**src/rtl/gumnut_alu_ctrl.sv**
```systemverilog
// rtl/gumnut_alu_ctrl.sv - Gumnut ALU sequencer: fetch/decode/exec/writeback, owns GPRs and CC flags.
// Optional GUMNUT_CTRL_PERF_EN adds retired_cnt / illegal_cnt performance counters.
module gumnut_alu_ctrl #(
  parameter int NREGS = 8,
  parameter int DW    = 8,
  parameter int IW    = 18
) (
  input  logic          clk,
  input  logic          rst,
  input  logic          run,
  input  logic [IW-1:0] instr,
  input  logic          instr_valid,
  output logic          instr_ready,
  output logic [IW-1:0] alu_ir,
  output logic [DW-1:0] alu_rs,
  output logic [DW-1:0] alu_r2,
  output logic          alu_cc_c,
  input  logic [DW-1:0] alu_result,
  input  logic          alu_c,
  output logic          done,
  output logic          illegal,
  output logic          cc_c,
  output logic          cc_z,
  input  logic [2:0]    dbg_addr,
  output logic [DW-1:0] dbg_data
`ifdef GUMNUT_CTRL_PERF_EN
  ,
  output logic [15:0]   retired_cnt,
  output logic [7:0]    illegal_cnt
`endif
);

  typedef enum logic [1:0] {FETCH, DECODE, EXEC, WB} state_t;

  state_t        state, next_state;
  logic [IW-1:0] ir_q;
  logic [DW-1:0] op_a, op_b, res_q;
  logic          res_c;
  logic [DW-1:0] gpr [NREGS];

  logic       cls_imm, cls_reg, cls_shf, is_illegal, is_logic;
  logic [2:0] rd, rs, r2;

  assign cls_imm    = ~ir_q[17];
  assign cls_reg    = (ir_q[17:14] == 4'b1110);
  assign cls_shf    = (ir_q[17:15] == 3'b110);
  assign is_illegal = ~(cls_imm | cls_reg | cls_shf);
  // Logic functions (fn 4-7) leave the carry flag alone; fn MSB sits in a different field per class.
  assign is_logic   = (cls_imm & ir_q[16]) | (cls_reg & ir_q[2]);
  assign rd         = ir_q[13:11];
  assign rs         = ir_q[10:8];
  assign r2         = ir_q[7:5];

  assign alu_ir   = ir_q;
  assign alu_rs   = op_a;
  assign alu_r2   = op_b;
  // Flags only change in WB, so this is always the pre-instruction carry.
  assign alu_cc_c = cc_c;
  assign dbg_data = (dbg_addr == 3'd0) ? '0 : gpr[dbg_addr];

  always_comb begin
    next_state  = state;
    instr_ready = 1'b0;
    done        = 1'b0;
    illegal     = 1'b0;
    case (state)
      FETCH: begin
        instr_ready = run & ~rst;
        if (instr_valid && instr_ready) next_state = DECODE;
      end
      DECODE: begin
        if (is_illegal) begin
          illegal    = ~rst;
          next_state = FETCH;
        end else begin
          next_state = EXEC;
        end
      end
      EXEC:    next_state = WB;
      WB: begin
        done       = ~rst;
        next_state = FETCH;
      end
      default: next_state = FETCH;
    endcase
  end

  always_ff @(posedge clk) begin
    if (rst) begin
      state <= FETCH;
      ir_q  <= '0;
      op_a  <= '0;
      op_b  <= '0;
      res_q <= '0;
      res_c <= 1'b0;
      cc_c  <= 1'b0;
      cc_z  <= 1'b0;
      for (int i = 0; i < NREGS; i++) gpr[i] <= '0;
    end else begin
      state <= next_state;
      case (state)
        FETCH: if (instr_valid && instr_ready) ir_q <= instr;
        DECODE: begin
          // gpr[0] is never written, so reading r0 naturally yields 0.
          op_a <= gpr[rs];
          op_b <= cls_reg ? gpr[r2] : '0;
        end
        EXEC: begin
          res_q <= alu_result;
          res_c <= alu_c;
        end
        WB: begin
          if (rd != 3'd0) gpr[rd] <= res_q;
          cc_z <= (res_q == '0);
          if (!is_logic) cc_c <= res_c;
        end
        default: ;
      endcase
    end
  end

`ifdef GUMNUT_CTRL_PERF_EN
  always_ff @(posedge clk) begin
    if (rst) begin
      retired_cnt <= '0;
      illegal_cnt <= '0;
    end else begin
      if (done) retired_cnt <= retired_cnt + 16'd1;
      if (illegal && illegal_cnt != 8'hFF) illegal_cnt <= illegal_cnt + 8'd1;
    end
  end
`endif

endmodule
```
**config.mk**
```make
export PLATFORM = sky130hd
export DESIGN_NAME = gumnut_alu_ctrl
export DESIGN_NICKNAME = d
export VERILOG_FILES = /design/src/rtl/gumnut_alu_ctrl.sv
export SDC_FILE = /design/constraint.sdc
export NUM_CORES = 1
export LEC_CHECK = 0
export CAP_MARGIN = 30
export CORE_ASPECT_RATIO = 2
export CORE_MARGIN = 5
export CORE_UTILIZATION = 49
export CTS_CLUSTER_DIAMETER = 60
export DETAILED_ROUTE_END_ITERATION = 10
export GPL_TIMING_DRIVEN = 1
export HOLD_SLACK_MARGIN = 0.05
export PLACE_DENSITY = 0.76
export SLEW_MARGIN = 20
export SYNTH_ARGS = -nofsm -noshare
export SYNTH_HDL_FRONTEND = slang
export SYNTH_SLANG_ARGS = --single-unit
```
**constraint.sdc**
```tcl
create_clock -name clk -period 1.9 [get_ports clk]
set_input_delay 0.475 -clock clk [delete_from_list [all_inputs] [get_ports clk]]
set_output_delay 0.475 -clock clk [all_outputs]
set_load 0.05 [all_outputs]
```
---- Yosys cells after proc, flatten, opt, wreduce, memory -nomap -nowiden ----
Memories as Yosys holds them, arrays and structs flattened. A register that Yosys moved wholly into a read port is not among the register bits.
Cells that the tools add are included.
word-level totals
  bits in writable memories ............... 64
  latch bits .............................. 0
  memory bits (read-only) ................. 0
  register bits after elaboration ......... 39
  memories ................................ 1
  logic and storage cells ................. 52
  output and inout port bits .............. 48
memory list
  memory  words  width  rd ports  clocked after memory_dff  write ports  line  source
  gpr     8      8      3         2                         8            39    logic [DW-1:0] gpr [NREGS];
operators by class
  multiply operators ...................... 0
  shifts and indexed selects .............. 0
  reduce and logical (&&, ||, !) cells .... 9
  bitwise gates (word level) .............. 9
  equal/unequal tests ..................... 6
  div/mod/pow operators ................... 0
  order comparisons ....................... 0
  $add $sub $neg .......................... 0
  mux-type cells .......................... 20
operator list
  kind                                           number
  2-to-1 mux 8 bit                               3
  2-to-1 mux 1 bit                               11
  2-to-1 mux 3 bit                               3
  zero test 8 bit                                1
  case mux 2 bit (4 select lines)                1
  OR reduction 8 bit                             1
  == test 2 bit, second input constant           2
  == test 4 bit, second input constant           1
  2-to-1 mux 2 bit                               2
  AND reduction 2 bit                            2
  AND 1 bit                                      3
  == test 3 bit, second input constant           1
  zero test 3 bit                                1
  inverter 1 bit                                 3
  bitwise OR 1 bit                               3
  nonzero test 3 bit                             1
  == test 2 x 1 -> 1 bit, second input constant  1
  logical AND 1 bit                              2
  zero test 2 bit                                1
  != test 2 bit, second input constant           1

---- Logic depth before layout (Yosys ltp) ----
Gate-level depths: netlist (run 1).
  depth after elaboration ................. 7
  depth in mapped cells ................... 7
  mapped depth without buffers ............ 4

---- Worst setup path before layout (run 1) ----
Ideal clock, no wire load.
  path kind ............................... in2out
  start ................................... input port dbg_addr[1]
  end ..................................... output port dbg_data[5]
  setup slack ............................. -0.973 ns
  arrival ................................. 2.398 ns
  stages .................................. 6
  required time ........................... 1.425 ns
  path through ............................ clkbuf_1 > buf_2 > mux2i_1 > nand2_1 > o21ai_0 > a221oi_1
between the ends
  cells in the longest elaborated chain, start to end .. 2
ends and longest elaborated chain
  element                                                       line  source
  start: declaration                                            24    input logic [2:0] dbg_addr,
  memory (8 x 8 bit) / zero test 3 bit (equally long branches)  --
  2-to-1 mux 8 bit *                                            59    assign dbg_data = (dbg_addr == 3'd0) ? '0 : gpr[dbg_addr];
  end: declaration                                              25    output logic [DW-1:0] dbg_data
Mark *: on every way between the ends. The rest lies on a longest branch, timed or not.

==> results.tsv, run 1 <==
stage	metric	value	unit
min_path	hold_start	alu_r2[0]	
logic_synthesis	synthCells	490	
logic_synthesis	synth.top_cell.area_share	0.337	
timing	fin_crit	2.20	ns
timing	skew	0.00838	ns
global_routing	grt.total_usage	0.246	
worst_setup_path	crit_path_top_delay_cell	mux4_2	
logic_synthesis	ys_warn_count	0	
status	violations	setup timing	
clock_tree	clock-root-buffer	clkbuf_16	
global_routing	grt_pass1_wl	25.7	mm
pwr	switching_power	1.72	mW
run	maxCapViolCount	0	
worst_setup_path	worstPathArrival	1.72	ns
timing	final_hold_viol_count	0	
floorplanning	initial_core_util	0.502	
global_routing	grt_overflow	0	
route	ant_nets	0	
layout	multi_input_area	2970	µm²
layout	stdcell_count	782	
pwr	swShare	0.247	
route	wl_per_cell	21.1	µm
clock_tree	path_clk_slew	0.06	ns
timing	slew_viol_final	0	
logic_synthesis	synth_seq_cells	114	
timing	finalWorstSetupSlack	-0.298	ns
timing	fin_setup_tns	-2.07	ns
pwr	ir_worst_vdd	0.932	mV
worst_setup_path	cpPeakStageDelay	0.54	ns
layout	fillCellCount	821	
floorplanning	die_w	86.2	µm
floorplanning	ios	82	
worst_setup_path	worstSetupStartpointType	register	
floorplanning	dieArea	14000	µm²
global_routing	antenna_found_initial	0	
clock_tree	clkSinkCount	114	
logic_synthesis	yosys-top-cells-area	edfxtp_1, dfxtp_1, mux4_2, and2_1, nand2_1	
worst_setup_path	cp_cell_sequence	mux4_2 > nor2_4 > a221oi_4 > buf_12	
status	status	finished with violations	
placed_design	hpwl	12.4	mm
floorplanning	chipHeight	162	µm
global_routing	grt_max_degree	40	
pwr	pwr-share-clk	0.451	
min_path	hold_class	reg -> reg	
route	drc	0	
worst_setup_path	crit_family	multiplexers	
route	vias_per_cell	5.74	
layout	area_growth	41.5	%
pwr	power_density	865	nW/µm²
layout	drive_gt1_frac	0.359	
placed_design	gp_congestion	0.920	
logic_synthesis	yosysUniqueCellTypes	34	
logic_synthesis	syn-cell-area	5700	µm²
worst_setup_path	reg2reg_from	gpr[3][2]	
pwr	power.leakage	3.02	nW
worst_setup_path	cp_num_buf_inv	1	
pwr	internal_power	5.25	mW
timing	finalCritPeriodShare	1.16	
logic_synthesis	yosys.area.top_type	edfxtp_1	
pwr	p_comb_frac	0.146	
timing	max_freq	0.455	GHz
route	drt_pass1_iterations	4	
pwr	total_power	6.97	mW
global_routing	grt_pass1_vias	4855	
worst_setup_path	worstPathRequired	1.42	ns
clock_tree	cts_tree	yes	
clock_tree	cts_buffers	17	
placed_design	port_buffers	81	
layout	diodes	0	
clock_tree	cts_buffer_depth	2	
placed_design	dp_cells	726	
timing	finalSetupViolCount	9	
layout	regArea	2930	µm²
worst_setup_path	crit_fanout	3	
timing	rsz0062_at_grt	true	
route	vias	4489	
worst_setup_path	endpoint_kind	output pin	
logic_synthesis	ys_seq_area_frac	0.513	
layout	nets	661	
worst_setup_path	crit_type	reg -> out	
logic_synthesis	syn_avg_cell_area	11.6	µm²
route	drt-total-wl	16.5	mm
route	first_iter_violations	233	
clock_tree	htreeDepth	4	
floorplanning	core-area	11400	µm²
clock_tree	worstSkewPairLatency	0.40	ns
pwr	seq_power_share	0.403	
floorplanning	std_cell_rows	55	
worst_setup_path	startpoint	gpr[3][4]	
[placed cells by master, fill, tap and decap left out, types with 17 or more instances in the layout]
cell / instances
and2_1: 58
dfxtp_1: 44
a21oi_1: 34
clkbuf_16: 17
buf_4: 87
mux4_2: 30
edfxtp_1: 64
nand2_1: 70
clkdlybuf4s50_1: 28
[registers in the layout, summed over array words and instances (netlist names), named ones only]
name / count
state: 1
alu_r2: 8
gpr: 64
res_q: 8
alu_cc_c: 1
alu_ir: 18
res_c: 1
alu_rs: 8
cc_z: 1
[cell usage after synthesis]
cell type / instances
mux4_1: 7
nor2_1: 26
nor4_2: 3
nor4b_2: 1
dfxtp_1: 50
mux2i_1: 15
edfxtp_1: 64
a221oi_1: 8
clkbuf_1: 16
a22oi_1: 8
nor2b_1: 11
o22ai_1: 8
buf_6: 2
or2_2: 8
a21bo_2: 1
conb_1: 1
buf_4: 6
o211ai_1: 3
nand3b_1: 1
nor3_2: 1
nand2b_1: 7
nor4_1: 2
nand4_1: 1
nor3_1: 10
mux4_2: 30
a21oi_1: 35
nand4b_1: 1
and3b_1: 1
and2_1: 58
inv_1: 1
o21ai_0: 16
nand2_1: 73
buf_2: 10
mux2_2: 5
[per-layer routing]
metal  wire [µm]  global-route usage  vias to the layer above  part of all wire
li1            -                   -                     2072                 -
met1        5510               0.245                     2170              0.33
met2        8950               0.437                      188              0.54
met3         825              0.0496                       59             0.050
met4        1220               0.182                        0             0.074
met5           0                   0                        -                 0
[power by group through the flow]
stage          clock (mW)  sequential, mW  combinational, mW
2_1_floorplan           0            2.90              0.525
3_3_place_gp            0            2.85              0.903
3_5_place_dp            0            2.86              0.920
4_1_cts              3.18            2.81              0.999
5_1_grt              3.31            2.82               1.07
6_report             3.14            2.81               1.02
[worst register-to-register path, cell delays in order (launching register included)]
cell and delay (ns):
edfxtp_1 0.42, buf_4 0.16, buf_4 0.12, buf_4 0.12, mux4_1 0.49, mux2_4 0.31
a22oi_2 0.12, nor2_1 0.05
[area by class of cell]
cell class	count	share of cell area
clock buffers	20	0.0554
clock inverters	12	0.0174
inverters	1	0.000466
multi-input cells	348	0.368
flip-flops and latches	114	0.364
well taps	142	0.0220
repair buffers	145	0.172
[stage by stage]
stage | area, µm² | hold slack, ns | setup slack [ns] | util
after global routing | 8060 | 0.484 | -0.345 | 0.710
final | 8060 | 0.456 | -0.298 | 0.710
after global placement | 7130 | 0.444 | -0.681 | 0.628
after CTS | 7980 | 0.459 | -0.297 | 0.703
after detailed placement | 7130 | 0.450 | -0.729 | 0.628
after floorplan | 6050 | 0.437 | -0.171 | -
[kinds of logic after synthesis]
logic type,after synthesis,synth area share
AO/OA/AOI/OAI,79,0.0822
other,1,0.000658
multiplexers,57,0.187
flip-flops,114,0.513
buffers and inverters,35,0.0319
AND/OR/NAND/NOR,204,0.185
[timing repair]
| item | in CTS | in global routing |
|---|---|---|
| resized for setup | 50 | 6 |
| setup buffers | 13 | 8 |
| setup endpoints to repair | 10 | 11 |
| pin swaps | 3 | 6 |
| cloned | 2 | 1 |
| hold buffers | 0 | 0 |
| endpoints found under the hold margin | 0 | 0 |
[path summary, 6_finish.rpt]
kind / end / slack [ns] / cells past startpoint
worst max-delay path: dbg_data[4] / -0.30 / 4
worst min-delay path: alu_r2[0] / 0.46 / 2
worst max register to register: alu_r2[2] / 0 / 7
worst min register to register: alu_r2[0] / 0.46 / 2
Note: power is estimated with default switching activity, not from simulation.
==> run 2: changes to the inputs <==
--- a/config.mk
+++ b/config.mk
@@ -9,11 +9,12 @@
 export CORE_ASPECT_RATIO = 2
 export CORE_MARGIN = 5
 export CORE_UTILIZATION = 49
-export CTS_CLUSTER_DIAMETER = 60
+export CTS_CLUSTER_DIAMETER = 120
 export DETAILED_ROUTE_END_ITERATION = 10
 export GPL_TIMING_DRIVEN = 1
 export HOLD_SLACK_MARGIN = 0.05
 export PLACE_DENSITY = 0.76
+export REMOVE_ABC_BUFFERS = 1
 export SLEW_MARGIN = 20
 export SYNTH_ARGS = -nofsm -noshare
 export SYNTH_HDL_FRONTEND = slang
==> run 2 against run 1 <==
The run still ends with setup timing left. Die area unchanged. Clock power decreased by 3%. Routed wire length increased by 1.2%. Critical endpoint is now dbg_data[6]. Combinational power about the same. Critical path depth increased by 2.
==> results.tsv, run 2 (same netlist as run 1, synthesis figures left out) <==
stage	metric	value	unit
pwr	pwr-share-clk	0.445	
run	maxCapViolCount	0	
worst_setup_path	crit_path_top_delay_cell	a221oi_2	
min_path	min_to	alu_r2[1]	
layout	drive_gt1_frac	0.349	
timing	final_hold_viol_count	0	
timing	finalWorstSetupSlack	-0.302	ns
global_routing	grt_pass1_vias	4893	
layout	nets	663	
worst_setup_path	r2r_cells	5	
worst_setup_path	crit_fanout	10	
min_path	whs_path_depth	2	
timing	relSlewSlack	0.522	
floorplanning	die_w	86.2	µm
floorplanning	core-area	11400	µm²
layout	stdcell_count	784	
worst_setup_path	cpPeakStageDelay	0.33	ns
timing	worst_pin_slew	0.715	ns
floorplanning	std_cell_rows	55	
status	status	finished with violations	
route	drc	0	
route	vias	4688	
worst_setup_path	cp_num_buf_inv	3	
worst_setup_path	worstPathRequired	1.42	ns
floorplanning	ios	82	
route	ant_nets	0	
clock_tree	cts_buffer_depth	2	
placed_design	dp_cells	725	
worst_setup_path	timing.rr.end	alu_r2[5]	
layout	fin_util	0.703	
global_routing	antenna_found_initial	0	
route	drt-total-wl	16.7	mm
worst_setup_path	crit_family	buffers and inverters	
placed_design	dpl_cell_area	6940	µm²
layout	mostFrequentLayoutCell	buf_4	
worst_setup_path	worstPathArrival	1.73	ns
timing	finalSetupViolCount	8	
route	vias_per_cell	5.98	
worst_setup_path	cp_cell_sequence	buf_6 > bufbuf_16 > nor2b_1 > o21ai_0 > a221oi_2 > clkbuf_16	
clock_tree	cts_tree	yes	
timing	slew_viol_final	0	
pwr	internal_power	5.09	mW
pwr	ir_worst_vdd	0.621	mV
timing	max_freq	0.454	GHz
global_routing	grt_overflow	0	
placed_design	hpwl	11.3	mm
pwr	total_power	6.85	mW
min_path	hold_class	reg -> reg	
worst_setup_path	endpoint_kind	output pin	
timing	skew	0.00645	ns
worst_setup_path	worstSetupStartpointType	primary input	
layout	final_cell_mix	buf_4, nand2_1, edfxtp_1	
clock_tree	hold_buffers	0	
layout	area_growth	40.2	%
route	first_iter_violations	365	
global_routing	grt_pass1_wl	25.8	mm
layout	final_cell_area	7990	µm²
pwr	switching_power	1.77	mW
min_path	hold_start	alu_r2[1]	
pwr	swShare	0.258	
pwr	p_comb_frac	0.146	
route	drt_pass1_iterations	5	
clock_tree	clkSinkCount	114	
clock_tree	clock-root-buffer	clkbuf_16	
global_routing	grt_max_degree	39	
worst_setup_path	crit_type	in -> out	
worst_setup_path	reg2reg_slack	0.12	ns
placed_design	gp_congestion	0.913	
route	wl_per_cell	21.3	µm
pwr	power_density	858	nW/µm²
pwr	power.leakage	3.02	nW
clock_tree	cts_buffers	17	
pwr	seq_power_share	0.409	
floorplanning	chipHeight	162	µm
status	violations	setup timing	
clock_tree	path_clk_slew	0.05	ns
clock_tree	htreeDepth	4	
global_routing	grt.total_usage	0.244	
layout	diodes	0	
layout	largest_reg_flops	64	
floorplanning	initial_core_util	0.502	
clock_tree	worstSkewPairLatency	0.41	ns
timing	fin_crit	2.20	ns
layout	regMostFlops	gpr	
timing	rsz0062_at_grt	true	
placed_design	port_buffers	81	
timing	finalCritPeriodShare	1.16	
floorplanning	dieArea	14000	µm²
## run 2: worst max-delay path by stage
stage | start | to | slack [ns] | cells after the start
floorplan | alu_ir[15] | illegal | -0.63 | 3
global placement | dbg_addr[0] | dbg_data[2] | -0.77 | 7
detailed placement | dbg_addr[0] | dbg_data[3] | -0.79 | 7
CTS | gpr[0][3] | dbg_data[3] | -0.28 | 4
global route | gpr[3][2] | dbg_data[2] | -0.33 | 4
finish | dbg_addr[1] | dbg_data[6] | -0.30 | 6
## run 2: what timing repair did
| action | 4_1_cts | 5_1_grt |
|---|---|---|
| endpoints found under the hold margin | 0 | 0 |
| cloned | 4 | 0 |
| pin swaps | 9 | 8 |
| resized for setup | 53 | 14 |
| buffers inserted | 19 | 7 |
| endpoints found under the setup margin | 10 | 10 |
## run 2: area by class of cell
class                      instances  area (µm²)
fill                             777        3370
sequential                       114        2940
multi-input combinational        348        2750
timing repair buffer             147        1530
clock buffer                      23         510
tap                              142         178
clock inverter                     9        70.1
inverter                           1        3.75
## run 2: power by group through the flow
stage / Sequential (mW) / Clock (mW) / Combinational [mW]
6_report: 2.80 / 3.05 / 1.00
4_1_cts: 2.80 / 3.06 / 0.970
3_3_place_gp: 2.84 / 0 / 0.855
2_1_floorplan: 2.92 / 0 / 0.363
5_1_grt: 2.81 / 3.19 / 1.05
3_5_place_dp: 2.85 / 0 / 0.872
## run 2: routing by layer
layer  global-route usage  wire (µm)  part of all wire
met2                0.431       9040              0.54
met5                    0          0                 0
met4                0.181       1340             0.080
met3               0.0537        977             0.059
met1                0.242       5340              0.32
## run 2: metrics by stage
step / hold WS, ns / setup slack [ns] / setup TNS, ns
2_1_floorplan: 0.431 / -0.627 / -20.84
3_3_place_gp: 0.441 / -0.765 / -5.63
3_5_place_dp: 0.448 / -0.785 / -6.06
4_1_cts: 0.455 / -0.282 / -2.00
5_1_grt: 0.475 / -0.332 / -2.45
6_report: 0.454 / -0.302 / -2.23
## run 2: worst reg2reg max path: cells and delay by family, from the launching register on
family / cells / cell delay, ns
flip-flops: 1 / 0.56
multiplexers: 2 / 0.58
buffers and inverters: 1 / 0.27
AO/OA/AOI/OAI: 1 / 0.18
AND/OR/NAND/NOR: 1 / 0.06
==> run 3: changes to the inputs <==
--- a/config.mk
+++ b/config.mk
@@ -6,7 +6,6 @@
 export NUM_CORES = 1
 export LEC_CHECK = 0
 export CAP_MARGIN = 30
-export CORE_ASPECT_RATIO = 2
 export CORE_MARGIN = 5
 export CORE_UTILIZATION = 49
 export CTS_CLUSTER_DIAMETER = 120
==> run 3 against run 2 <==
The run still ends with setup timing left. Non-clock buffer count is 11 lower. Utilization fell by 1.3 points. Global-route usage down 1.9 points. Clock-buffer cell count down 5. Total power grew 3.1%. Cell count fell by 1.3%. Die area down 0.94%. Clock power up 7.9%. Largest cell class unchanged. Largest power group unchanged.
==> results.tsv, run 3 (same netlist as run 1, synthesis figures left out) <==
stage	metric	value	unit
floorplanning	initial_core_util	0.499	
clock_tree	htreeDepth	4	
timing	slew_viol_final	0	
pwr	swShare	0.262	
timing	final_hold_viol_count	0	
timing	finalWorstSetupSlack	-0.313	ns
layout	area_growth	38.5	%
placed_design	dpl_cell_area	6890	µm²
worst_setup_path	cpPeakStageDelay	0.40	ns
clock_tree	path_clk_slew	0.06	ns
global_routing	grt_pass1_vias	4646	
layout	nets	652	
worst_setup_path	crit_fanout	4	
layout	final_cell_mix	buf_4, nand2_1, edfxtp_1	
global_routing	grt_max_degree	40	
placed_design	hpwl	10.2	mm
global_routing	grt.total_usage	0.224	
worst_setup_path	crit_path_top_delay_cell	edfxtp_1	
worst_setup_path	reg2reg_from	gpr[0][2]	
clock_tree	hold_buffers	0	
route	vias_per_cell	5.87	
worst_setup_path	worstPathRequired	1.42	ns
global_routing	antenna_found_initial	0	
worst_setup_path	cp_num_buf_inv	1	
pwr	internal_power	5.21	mW
timing	rsz0062_at_grt	true	
timing	max_freq	0.452	GHz
pwr	pwr-share-clk	0.466	
route	vias	4546	
status	status	finished with violations	
min_path	hold_start	alu_r2[0]	
timing	whs	0.455	ns
floorplanning	std_cell_rows	39	
clock_tree	worstSkewPairLatency	0.42	ns
worst_setup_path	cp_cell_sequence	nor2b_1 > o21ai_0 > a221oi_4 > buf_12	
worst_setup_path	r2r_cells	6	
timing	finalSetupViolCount	8	
timing	fin_crit	2.21	ns
status	violations	setup timing	
worst_setup_path	endpoint_kind	output pin	
timing	relSlewSlack	0.599	
route	ant_nets	0	
layout	fillCellCount	778	
route	first_iter_violations	431	
route	wl_per_cell	20.1	µm
clock_tree	cts_buffers	17	
min_path	hold_class	reg -> reg	
worst_setup_path	crit_type	reg -> out	
route	drt-total-wl	15.5	mm
timing	skew	0.0138	ns
floorplanning	core-area	11400	µm²
pwr	ir_worst_vdd	0.681	mV
global_routing	grt_overflow	0	
placed_design	gp_congestion	0.891	
layout	largest_reg_flops	64	
global_routing	grt_pass1_wl	24.4	mm
layout	diodes	0	
pwr	total_power	7.06	mW
clock_tree	clkSinkCount	114	
pwr	switching_power	1.85	mW
worst_setup_path	startpoint	gpr[4][5]	
placed_design	place_ws	-0.931	ns
worst_setup_path	crit_family	compound AO/OA/AOI/OAI gates	
clock_tree	cts_buffer_depth	2	
floorplanning	chipHeight	118	µm
pwr	p_comb_frac	0.136	
worst_setup_path	crit_cells	4	
floorplanning	dieArea	13900	µm²
timing	worst_pin_slew	0.600	ns
route	drc	0	
route	drt_pass1_iterations	5	
floorplanning	ios	82	
pwr	power_density	896	nW/µm²
min_path	whs_path_depth	2	
layout	fin_util	0.691	
run	maxCapViolCount	0	
timing	fin_setup_tns	-2.18	ns
clock_tree	cts_tree	yes	
layout	drive_gt1_frac	0.342	
floorplanning	die_w	118	µm
placed_design	dp_cells	719	
placed_design	port_buffers	81	
layout	mostFrequentLayoutCell	buf_4	
layout	regMostFlops	gpr	
layout	final_cell_area	7890	µm²
timing	finalCritPeriodShare	1.16	
pwr	seq_power_share	0.397	
worst_setup_path	worstSetupStartpointType	register	
worst_setup_path	worstPathArrival	1.74	ns
clock_tree	clock-root-buffer	clkbuf_16	
pwr	power.leakage	2.96	nW
layout	stdcell_count	774	
==> run 3: changes by cell type in the layout (fill, tap and decap cells not counted), sizes merged <==
cell           change
clkinvlp           -3
buf                -9
clkdlybuf4s15      -1
bufinv             +2
inv                +6
bufbuf             -1
clkbuf             -5
==> run 3: routing by layer <==
layer  routed length, µm  global-route usage  vias up
li1                    -                   -     2052
met1                5970               0.280     2165
met2                7520               0.355      273
met3                1450              0.0649       56
met4                 589               0.117        0
met5                   0                   0        -
==> run 3: worst paths after layout <==
path              slack [ns]           to
setup / recovery       -0.31  dbg_data[5]
hold / removal          0.45    alu_r2[0]
setup reg to reg        0.06    alu_r2[2]
hold reg to reg         0.45    alu_r2[0]
==> run 3: power groups by stage <==
stage	registers, mW	clock network, mW	logic, mW
after detailed placement	2.85	0	0.845
after CTS	2.80	3.31	0.926
after global placement	2.85	0	0.832
after global routing	2.82	3.45	1.01
final	2.81	3.29	0.963
after floorplan	2.92	0	0.363
==> run 3: timing repair <==
action	4_1_cts	5_1_grt
gates cloned	2	0
setup buffers	16	8
gates resized for setup	50	15
pin swaps	11	6
endpoints found under the setup margin	10	9
==> run 3: final cells by class <==
type | instances | area (µm²) | area share
Inverter | 1 | 3.75 | 0.000476
Clock inverter | 14 | 164 | 0.0208
Sequential cell | 114 | 2930 | 0.372
Tap cell | 143 | 179 | 0.0227
Clock buffer | 18 | 450 | 0.0571
Multi-Input combinational cell | 348 | 2760 | 0.349
Timing Repair Buffer | 136 | 1400 | 0.178
==> run 3: tightest hold or removal path: stages, from the launching register on <==
cell,delay [ns]
dfxtp_1,0.31
nand2_1,0.05
a21oi_1,0.05
